### src/rtl/aes_key_sched_seq.sv
// Sequential AES key expansion for 128/192/256-bit keys: one word per cycle through
// an Nk-word sliding window, emitting each 4-word round key over a valid/ready port.
module aes_key_sched_seq #(
    parameter int SBOX_REG = 0,
    parameter int KEY_W    = 256
) (
    input  logic               clk,
    input  logic               rst_n,
    input  logic               start,
    input  logic [1:0]         key_len,
    input  logic [KEY_W-1:0]   key_in,
    output logic               busy,
    output logic               rk_valid,
    input  logic               rk_ready,
    output logic [127:0]       rk_data,
    output logic [3:0]         rk_idx,
    output logic               rk_last,
    output logic               err
);

    // Forward S-box, byte 0x00 in the top eight bits.
    localparam logic [2047:0] SBOX_TBL = {
        128'h637c777bf26b6fc53001672bfed7ab76,
        128'hca82c97dfa5947f0add4a2af9ca472c0,
        128'hb7fd9326363ff7cc34a5e5f171d83115,
        128'h04c723c31896059a071280e2eb27b275,
        128'h09832c1a1b6e5aa0523bd6b329e32f84,
        128'h53d100ed20fcb15b6acbbe394a4c58cf,
        128'hd0efaafb434d338545f9027f503c9fa8,
        128'h51a3408f929d38f5bcb6da2110fff3d2,
        128'hcd0c13ec5f974417c4a77e3d645d1973,
        128'h60814fdc222a908846eeb814de5e0bdb,
        128'he0323a0a4906245cc2d3ac629195e479,
        128'he7c8376d8dd54ea96c56f4ea657aae08,
        128'hba78252e1ca6b4c6e8dd741f4bbd8b8a,
        128'h703eb5664803f60e613557b986c11d9e,
        128'he1f8981169d98e949b1e87e9ce5528df,
        128'h8ca1890dbfe6426841992d0fb054bb16
    };

    typedef enum logic [1:0] {IDLE, LOAD, EXPAND, DRAIN} state_t;

    state_t             state_q;
    logic [KEY_W-1:0]   key_q;
    logic [31:0]        win_q [8];
    logic [5:0]         i_q;
    logic [2:0]         mod_q;
    logic [2:0]         nk_m1_q;
    logic [3:0]         nr_q;
    logic [7:0]         rcon_q;
    logic               ph_q;
    logic [31:0]        sub_q;
    logic               busy_q;
    logic               rk_valid_q;
    logic [127:0]       rk_data_q;
    logic [3:0]         rk_idx_q;
    logic               rk_last_q;
    logic               err_q;

    logic [31:0]        prev_w;
    logic [31:0]        far_w;
    logic [31:0]        sub_in;
    logic [31:0]        sub_bytes;
    logic [31:0]        sub_d;
    logic [31:0]        sub_use;
    logic [31:0]        word_d;
    logic               is_rcon;
    logic               is_sub8;
    logic               need_sub;
    logic               sub_wait;
    logic               grp_done;
    logic               stall;
    logic               gen_en;
    logic               handshake;
    logic               last_word;

    genvar gi;
    generate
        for (gi = 0; gi < 4; gi++) begin : g_sbox
            assign sub_bytes[gi*8 +: 8] = SBOX_TBL[{~sub_in[gi*8 +: 8], 3'b000} +: 8];
        end
    endgenerate

    always_comb begin
        prev_w = win_q[0];
        case (nk_m1_q)
            3'd3:    far_w = win_q[3];
            3'd5:    far_w = win_q[5];
            default: far_w = win_q[7];
        endcase
        is_rcon   = (mod_q == 3'd0);
        is_sub8   = (nk_m1_q == 3'd7) && (mod_q == 3'd4);
        need_sub  = (state_q == EXPAND) && (is_rcon || is_sub8);
        sub_in    = is_rcon ? {prev_w[23:0], prev_w[31:24]} : prev_w;
        sub_d     = sub_bytes ^ {(is_rcon ? rcon_q : 8'h00), 24'h000000};
        sub_use   = (SBOX_REG != 0) ? sub_q : sub_d;
        if (state_q == LOAD)
            word_d = key_q[KEY_W-1 -: 32];
        else
            word_d = far_w ^ ((is_rcon || is_sub8) ? sub_use : prev_w);
        handshake = rk_valid_q && rk_ready;
        grp_done  = (i_q[1:0] == 2'b11);
        // A completing word may only be produced if the output slot will be free.
        stall     = grp_done && rk_valid_q && !rk_ready;
        sub_wait  = (SBOX_REG != 0) && need_sub && !ph_q;
        gen_en    = ((state_q == LOAD) || (state_q == EXPAND)) && !stall && !sub_wait;
        last_word = (i_q == {nr_q, 2'b11});
    end

    always_ff @(posedge clk) begin
        if (!rst_n) begin
            state_q    <= IDLE;
            key_q      <= '0;
            for (int k = 0; k < 8; k++) win_q[k] <= 32'h0;
            i_q        <= 6'd0;
            mod_q      <= 3'd0;
            nk_m1_q    <= 3'd3;
            nr_q       <= 4'd10;
            rcon_q     <= 8'h01;
            ph_q       <= 1'b0;
            sub_q      <= 32'h0;
            busy_q     <= 1'b0;
            rk_valid_q <= 1'b0;
            rk_data_q  <= 128'h0;
            rk_idx_q   <= 4'd0;
            rk_last_q  <= 1'b0;
            err_q      <= 1'b0;
        end else begin
            err_q <= 1'b0;
            if (handshake)
                rk_valid_q <= 1'b0;
            if (sub_wait) begin
                sub_q <= sub_d;
                ph_q  <= 1'b1;
            end
            case (state_q)
                IDLE: begin
                    if (start) begin
                        if (key_len == 2'b11) begin
                            err_q <= 1'b1;
                        end else begin
                            state_q <= LOAD;
                            busy_q  <= 1'b1;
                            key_q   <= key_in;
                            for (int k = 0; k < 8; k++) win_q[k] <= 32'h0;
                            i_q     <= 6'd0;
                            mod_q   <= 3'd0;
                            rcon_q  <= 8'h01;
                            ph_q    <= 1'b0;
                            case (key_len)
                                2'b00: begin nk_m1_q <= 3'd3; nr_q <= 4'd10; end
                                2'b01: begin nk_m1_q <= 3'd5; nr_q <= 4'd12; end
                                default: begin nk_m1_q <= 3'd7; nr_q <= 4'd14; end
                            endcase
                        end
                    end
                end
                LOAD, EXPAND: begin
                    if (gen_en) begin
                        for (int k = 7; k > 0; k--) win_q[k] <= win_q[k-1];
                        win_q[0] <= word_d;
                        i_q      <= i_q + 6'd1;
                        mod_q    <= (mod_q == nk_m1_q) ? 3'd0 : mod_q + 3'd1;
                        ph_q     <= 1'b0;
                        if (state_q == LOAD)
                            key_q <= {key_q[KEY_W-33:0], 32'h0};
                        if (state_q == LOAD && i_q == {3'b000, nk_m1_q})
                            state_q <= EXPAND;
                        if (state_q == EXPAND && is_rcon)
                            rcon_q <= {rcon_q[6:0], 1'b0} ^ (rcon_q[7] ? 8'h1b : 8'h00);
                        // The three previous words of the group are still in the window.
                        if (grp_done) begin
                            rk_valid_q <= 1'b1;
                            rk_data_q  <= {win_q[2], win_q[1], win_q[0], word_d};
                            rk_idx_q   <= i_q[5:2];
                            rk_last_q  <= last_word;
                            if (last_word)
                                state_q <= DRAIN;
                        end
                    end
                end
                DRAIN: begin
                    if (handshake) begin
                        state_q <= IDLE;
                        busy_q  <= 1'b0;
                    end
                end
                default: state_q <= IDLE;
            endcase
        end
    end

    assign busy     = busy_q;
    assign rk_valid = rk_valid_q;
    assign rk_data  = rk_data_q;
    assign rk_idx   = rk_idx_q;
    assign rk_last  = rk_last_q;
    assign err      = err_q;

endmodule

### config.mk
export PLATFORM = sky130hd
export DESIGN_NAME = aes_key_sched_seq
export DESIGN_NICKNAME = d
export VERILOG_FILES = /design/src/rtl/aes_key_sched_seq.sv
export SDC_FILE = /design/constraint.sdc
export NUM_CORES = 2
export LEC_CHECK = 0
export BUFFER_PORTS_ARGS = -buffer_cell sky130_fd_sc_hd__buf_2
export CORE_MARGIN = 1.5
export CORE_UTILIZATION = 30
export DETAILED_ROUTE_END_ITERATION = 10
export GPL_TIMING_DRIVEN = 0
export PLACE_DENSITY = 0.54
export SYNTH_ARGS = -nofsm -noshare
export SYNTH_HDL_FRONTEND = slang
export SYNTH_SLANG_ARGS = --single-unit
### constraint.sdc
create_clock -name clk -period 11.21 [get_ports clk]
set_input_delay 0 -clock clk [delete_from_list [all_inputs] [get_ports clk]]
set_output_delay 0 -clock clk [all_outputs]
set_load 0.01 [all_outputs]
# Word-level counts from Yosys, hierarchy flattened
# Memories as Yosys holds them, arrays and structs flattened.
# Cells that the tools add are included.
[totals]
mem_bits_rw = 256
ff_bits = 418
wordCells = 158
inputBits = 262
n_memories = 1
output_inout_bits = 136
[memory_table]
columns = ["memory", "words", "word_bits", "rd", "rd_clocked_by_memory_dff", "wr", "line_no", "rtl"]
rows = [
  ["win_q", 8, 32, 8, 0, 8, "45", "logic [31:0] win_q [8];"],
]
[classes]
n_bitwise = 24
eq_ne = 19
n_mux = 70
add_sub_neg = 2
reduce_logical = 25
shift = 4
[ops]
columns = ["cell", "count"]
rows = [
  ["indexed part select 2048 x 12 -> 8 bit, first input constant", 4],
  ["two-way mux 256 bit", 4],
  ["two-way mux 32 bit", 19],
  ["case mux 256 bit (2 select lines)", 1],
  ["case mux 32 bit (2 select lines)", 1],
  ["XOR 32 bit", 2],
  ["two-way mux 8 bit", 5],
  ["NOT 8 bit", 4],
  ["two-way mux 1 bit", 18],
  ["two-way mux 6 bit", 3],
  ["case mux 3 bit (2 select lines)", 3],
  ["bitwise OR 1 bit", 16],
  ["case mux 8 bit (2 select lines)", 1],
  ["two-way mux 2 bit", 7],
  ["two-way mux 3 bit", 4],
  ["inequality test 2 bit, second input constant", 6],
  ["case mux 6 bit (2 select lines)", 1],
  ["AND reduction 4 bit", 3],
  ["AND reduction 5 bit", 2],
  ["== test 3 bit, second input constant", 3],
  ["AND reduction 3 bit", 3],
  ["== test 2 bit, second input constant", 4],
  ["XOR 8 x 5 -> 8 bit", 1],
  ["logical AND 1 bit", 7],
  ["other kinds (17)", 22],
]

# Longest topological paths before layout
[logic_depth]
ltp_word = 10
mapped_depth = 20
depth_no_buf = 16

# Worst setup path after synthesis
# No wires, ideal clock.
[synth_timing]
path_kind = "reg-to-reg"
start = "register state_q[1]"
end = "memory win_q[0][0], enable pin"
t_required_ns = 10.730
synth_period_minus_slack_ns = 4.672
slack_ns = 6.538
arrival_ns = 4.192
path_stages_with_launch = 9
path_buffers = 3
setup_time_ns = 0.480
cell_sequence = "dfxtp_1 -> inv_1 -> ha_1 -> clkbuf_1 -> a21oi_1 -> and2_1 -> clkbuf_1 -> clkbuf_1 -> inv_1"
[synth_rtl]
columns = ["element", "line_no", "rtl"]
rows = [
  ["start: declaration", "43", "state_t state_q;"],
  ["start signal: assignment", "112", "state_q <= IDLE;"],
  ["start signal: assignment", "142", "state_q <= LOAD;"],
  ["start signal: assignment", "168", "state_q <= EXPAND;"],
  ["end: declaration", "45", ""],
]

==> flow_metrics.env <==
export IMPL_met3_length_um=33500
export IMPL_synth_area_leaders="dfxtp_1, edfxtp_1, mux2i_1"
export IMPL_yosys_area_top_type="dfxtp_1"
export IMPL_clk_transition_reported_paths_ps=60
export IMPL_violations="max-capacitance violations, max-slew violations"
export IMPL_cts_resized_gates=0
export IMPL_hold_depth=4
export IMPL_netlist_area_sq_um=42300
export IMPL_maxCapViolCount=5
export IMPL_dpl_worst_slack_ps=3980
export IMPL_fin_worst_skew_ps=41.1
export IMPL_track_usage=0.368
export IMPL_routed_wl_um=274000
export IMPL_hold_viol=0
export IMPL_synth_edff_count=160
export IMPL_met1Wirelength_um=102000
export IMPL_synth_async_reset_ratio=0
export IMPL_syn_inst=5094
export IMPL_grt_pass1_wl_um=376000
export IMPL_ctsLongestPathBuffers=3
export IMPL_area_delta_synth_final_pct=23.4
export IMPL_maxSlewViolCount=37
export IMPL_drc_errors=0
export IMPL_p_total_mw=11.2
export IMPL_postLayoutCellArea_sq_um=52200
export IMPL_fp_dieH_um=378
export IMPL_fp_dieArea_sq_um=143000
export IMPL_worstSkewPairLatency_ps=710
export IMPL_nets=6168
export IMPL_rr_worst_depth=17
export IMPL_wl_per_cell_um=35.1
export IMPL_fmax_ghz=0.129
export IMPL_grt_antenna_before_repair=21
export IMPL_grt_setup_unrepaired="false"
export IMPL_cp_slowest_cell="clkbuf_1"
export IMPL_pin_count=398
export IMPL_synth_commonest_cells="nor2_1, dfxtp_1, nand2_1"
export IMPL_status="complete, but fails checks"
export IMPL_ant_nets=0
export IMPL_timing_final_ws_setup_ps=3430
export IMPL_avgSynthCellArea_sq_um=8.30
export IMPL_synth_nets=5416
export IMPL_initial_utilization=0.303
export IMPL_synth_seq_area_share=0.355
export IMPL_io_buffers=397
export IMPL_dp_hpwl_um=203000
export IMPL_power_leakage_nw=19.3
export IMPL_ys_types=106
export IMPL_max_stage_delay_ps=970
export IMPL_cts_buffers=79
export IMPL_num_rows=137
export IMPL_worstSetupPathType="reg -> reg"
export IMPL_place_area_sq_um=46700
export IMPL_finalSetupTns_ps=0
export IMPL_cts_sinks=669
export IMPL_path_cells="inv_1, ha_1, nor2b_1, buf_2, mux2i_1, clkbuf_1, clkbuf_1, ha_1, clkbuf_1, clkbuf_1, nor2_1, o311ai_0, a311o_1, a21oi_1, a21oi_1, xnor2_1, a21oi_1"
export IMPL_dr_pass1_iters=8
export IMPL_grt_start_max_net_pins=81
export IMPL_die_x_um=378
export IMPL_cts_root_buf="clkbuf_16"
export IMPL_core_area_sq_um=140000
export IMPL_cpMostUsedCell="clkbuf_1"
export IMPL_worstPathMaxFanout=17
export IMPL_drive_above_1_share=0.145
export IMPL_route_vias_total=50191
export IMPL_cellPowerDensity_nw_per_um2=215
export IMPL_setup_viol=0
export IMPL_synth_flop_cell="dfxtp_1"
export IMPL_relSlewSlack=-0.0649
export IMPL_crit_required_ps=11690
export IMPL_period_share=0.694
export IMPL_grt_remaining_overflow=0
export IMPL_place_congestion=1.11
export IMPL_crit_arrival_ps=8260
export IMPL_dr_max_layer_used="met5"
export IMPL_yosysMostFrequentCell="nor2_1"
export IMPL_fillers=14526
export IMPL_ys_warn_count=0
export IMPL_htreeDepth=3
export IMPL_cp_start_kind="flip-flop"
export IMPL_min_period_ps=7780
export IMPL_worst_pin_slew_ps=1570
export IMPL_wl_met2_um=115000
export IMPL_reg2reg_slack_ps=3430
export IMPL_ir_drop_uv=135
export IMPL_vias_per_cell=6.43
export IMPL_cp_end_kind="flip-flop"
export IMPL_postLayoutCoreUtil=0.374
export IMPL_cts_tree="yes"
export IMPL_hold_class="in -> reg"
export IMPL_postSynthRegisterBits=669
export IMPL_drtIter0Drc=7868
export IMPL_synth_top_area_share=0.241
export IMPL_grt_pass1_vias=47339
==> metal layers <==
layer / up-vias / global-route usage
met5: - / 0
met4: 16 / 0.243
met3: 1116 / 0.123
met2: 3978 / 0.554
met1: 24414 / 0.446
li1: 20667 / -
==> worst paths after layout <==
path / from / to
hold reg to reg: rk_data[37] / rk_data[37]
setup / recovery: mod_q[0] / win_q[0][3]
hold / removal: key_in[12] / key_q[12]
setup reg to reg: mod_q[0] / win_q[0][3]
==> flip-flops by register name, indices dropped and copies added (netlist names) <==
| signal | cells |
|---|---|
| state_q | 2 |
| nk_m1_q | 2 |
| rcon_q | 8 |
| rk_valid | 1 |
| rk_data | 128 |
| key_q | 256 |
| rk_last | 1 |
| mod_q | 3 |
| err | 1 |
| busy | 1 |
| win_q | 256 |
| i_q | 6 |
| rk_idx | 4 |
==> cells by family after synthesis <==
family	after synthesis	synth area share
and+or+nand+nor	1568	0.166
xor gates and xnor gates	50	0.0104
AOI/OAI and AO/OA	1776	0.297
buffers and inverters	612	0.0642
adders and majority gates	60	0.0178
muxes	359	0.0895
DFF	669	0.355
==> critical path: cells and delay by family (launching register included) <==
family | cells | cell delay [ps]
buf+inv | 6 | 3090
compound gates | 5 | 2070
xor+xnor | 1 | 170
flops | 1 | 350
simple gates | 2 | 450
mux | 1 | 590
fa+ha+maj | 2 | 820
==> power by group <==
part | switching [mW] | internal (mW) | total (mW)
clock network | 1.15 | 1.55 | 2.70
registers | 0.212 | 2.70 | 2.92
logic | 4.09 | 1.52 | 5.62
==> layout make-up <==
cell class,count,area (sq um),area share
diodes,15,37.5,0.000719
plain buffers,549,2480,0.0475
clock buffers,115,2310,0.0442
clock inverters,33,422,0.00808
inverters,63,241,0.00463
multi-input cells,3813,24600,0.472
flip-flops and latches,669,15000,0.287
well taps,1876,2350,0.0450
repair buffers,671,4750,0.0910
==> what timing repair did <==
action / CTS / global route
endpoints found under the hold margin: 267 / 0
setup buffers: 0 / 0
hold buffers: 265 / 0
==> layout by cell type, fill, tap and decap left out, types with 19 or more instances in the layout <==
master           n
edfxtp_1       160
nand3_1        120
a22o_1          67
nand2_1        488
o311ai_0        43
buf_4           30
nor3_1          82
o221ai_1        37
inv_1           51
dlygate4sd3_1  265
and2_1         132
xnor2_1         40
buf_6           19
a2111oi_0       21
a22oi_1        109
a211oi_1       324
o211ai_1        97
dfxtp_1        509
a211o_1         26
a221oi_1        32
o31ai_1         33
nor2_1         578
a21oi_1        368
a311oi_1        38
o21ai_1         32
a31oi_1         78
ha_1            60
clkbuf_1       345
nand2b_1        23
buf_1           31
and3_1          23
clkbuf_16       83
a32oi_1         22
o22ai_1         30
buf_2          544
mux2i_1        302
o21ai_0        180
mux2_2          33
==> metrics by stage <==
| step | cells | hold slack (ps) |
|---|---|---|
| detailed placement | 7374 | 244 |
| CTS | 7787 | 31.2 |
| global route | 7795 | 80.8 |
| floorplan | 5094 | 131 |
| global placement | 7367 | 235 |
| finish | 7804 | 54.5 |
(Power assumes the default switching activity.)
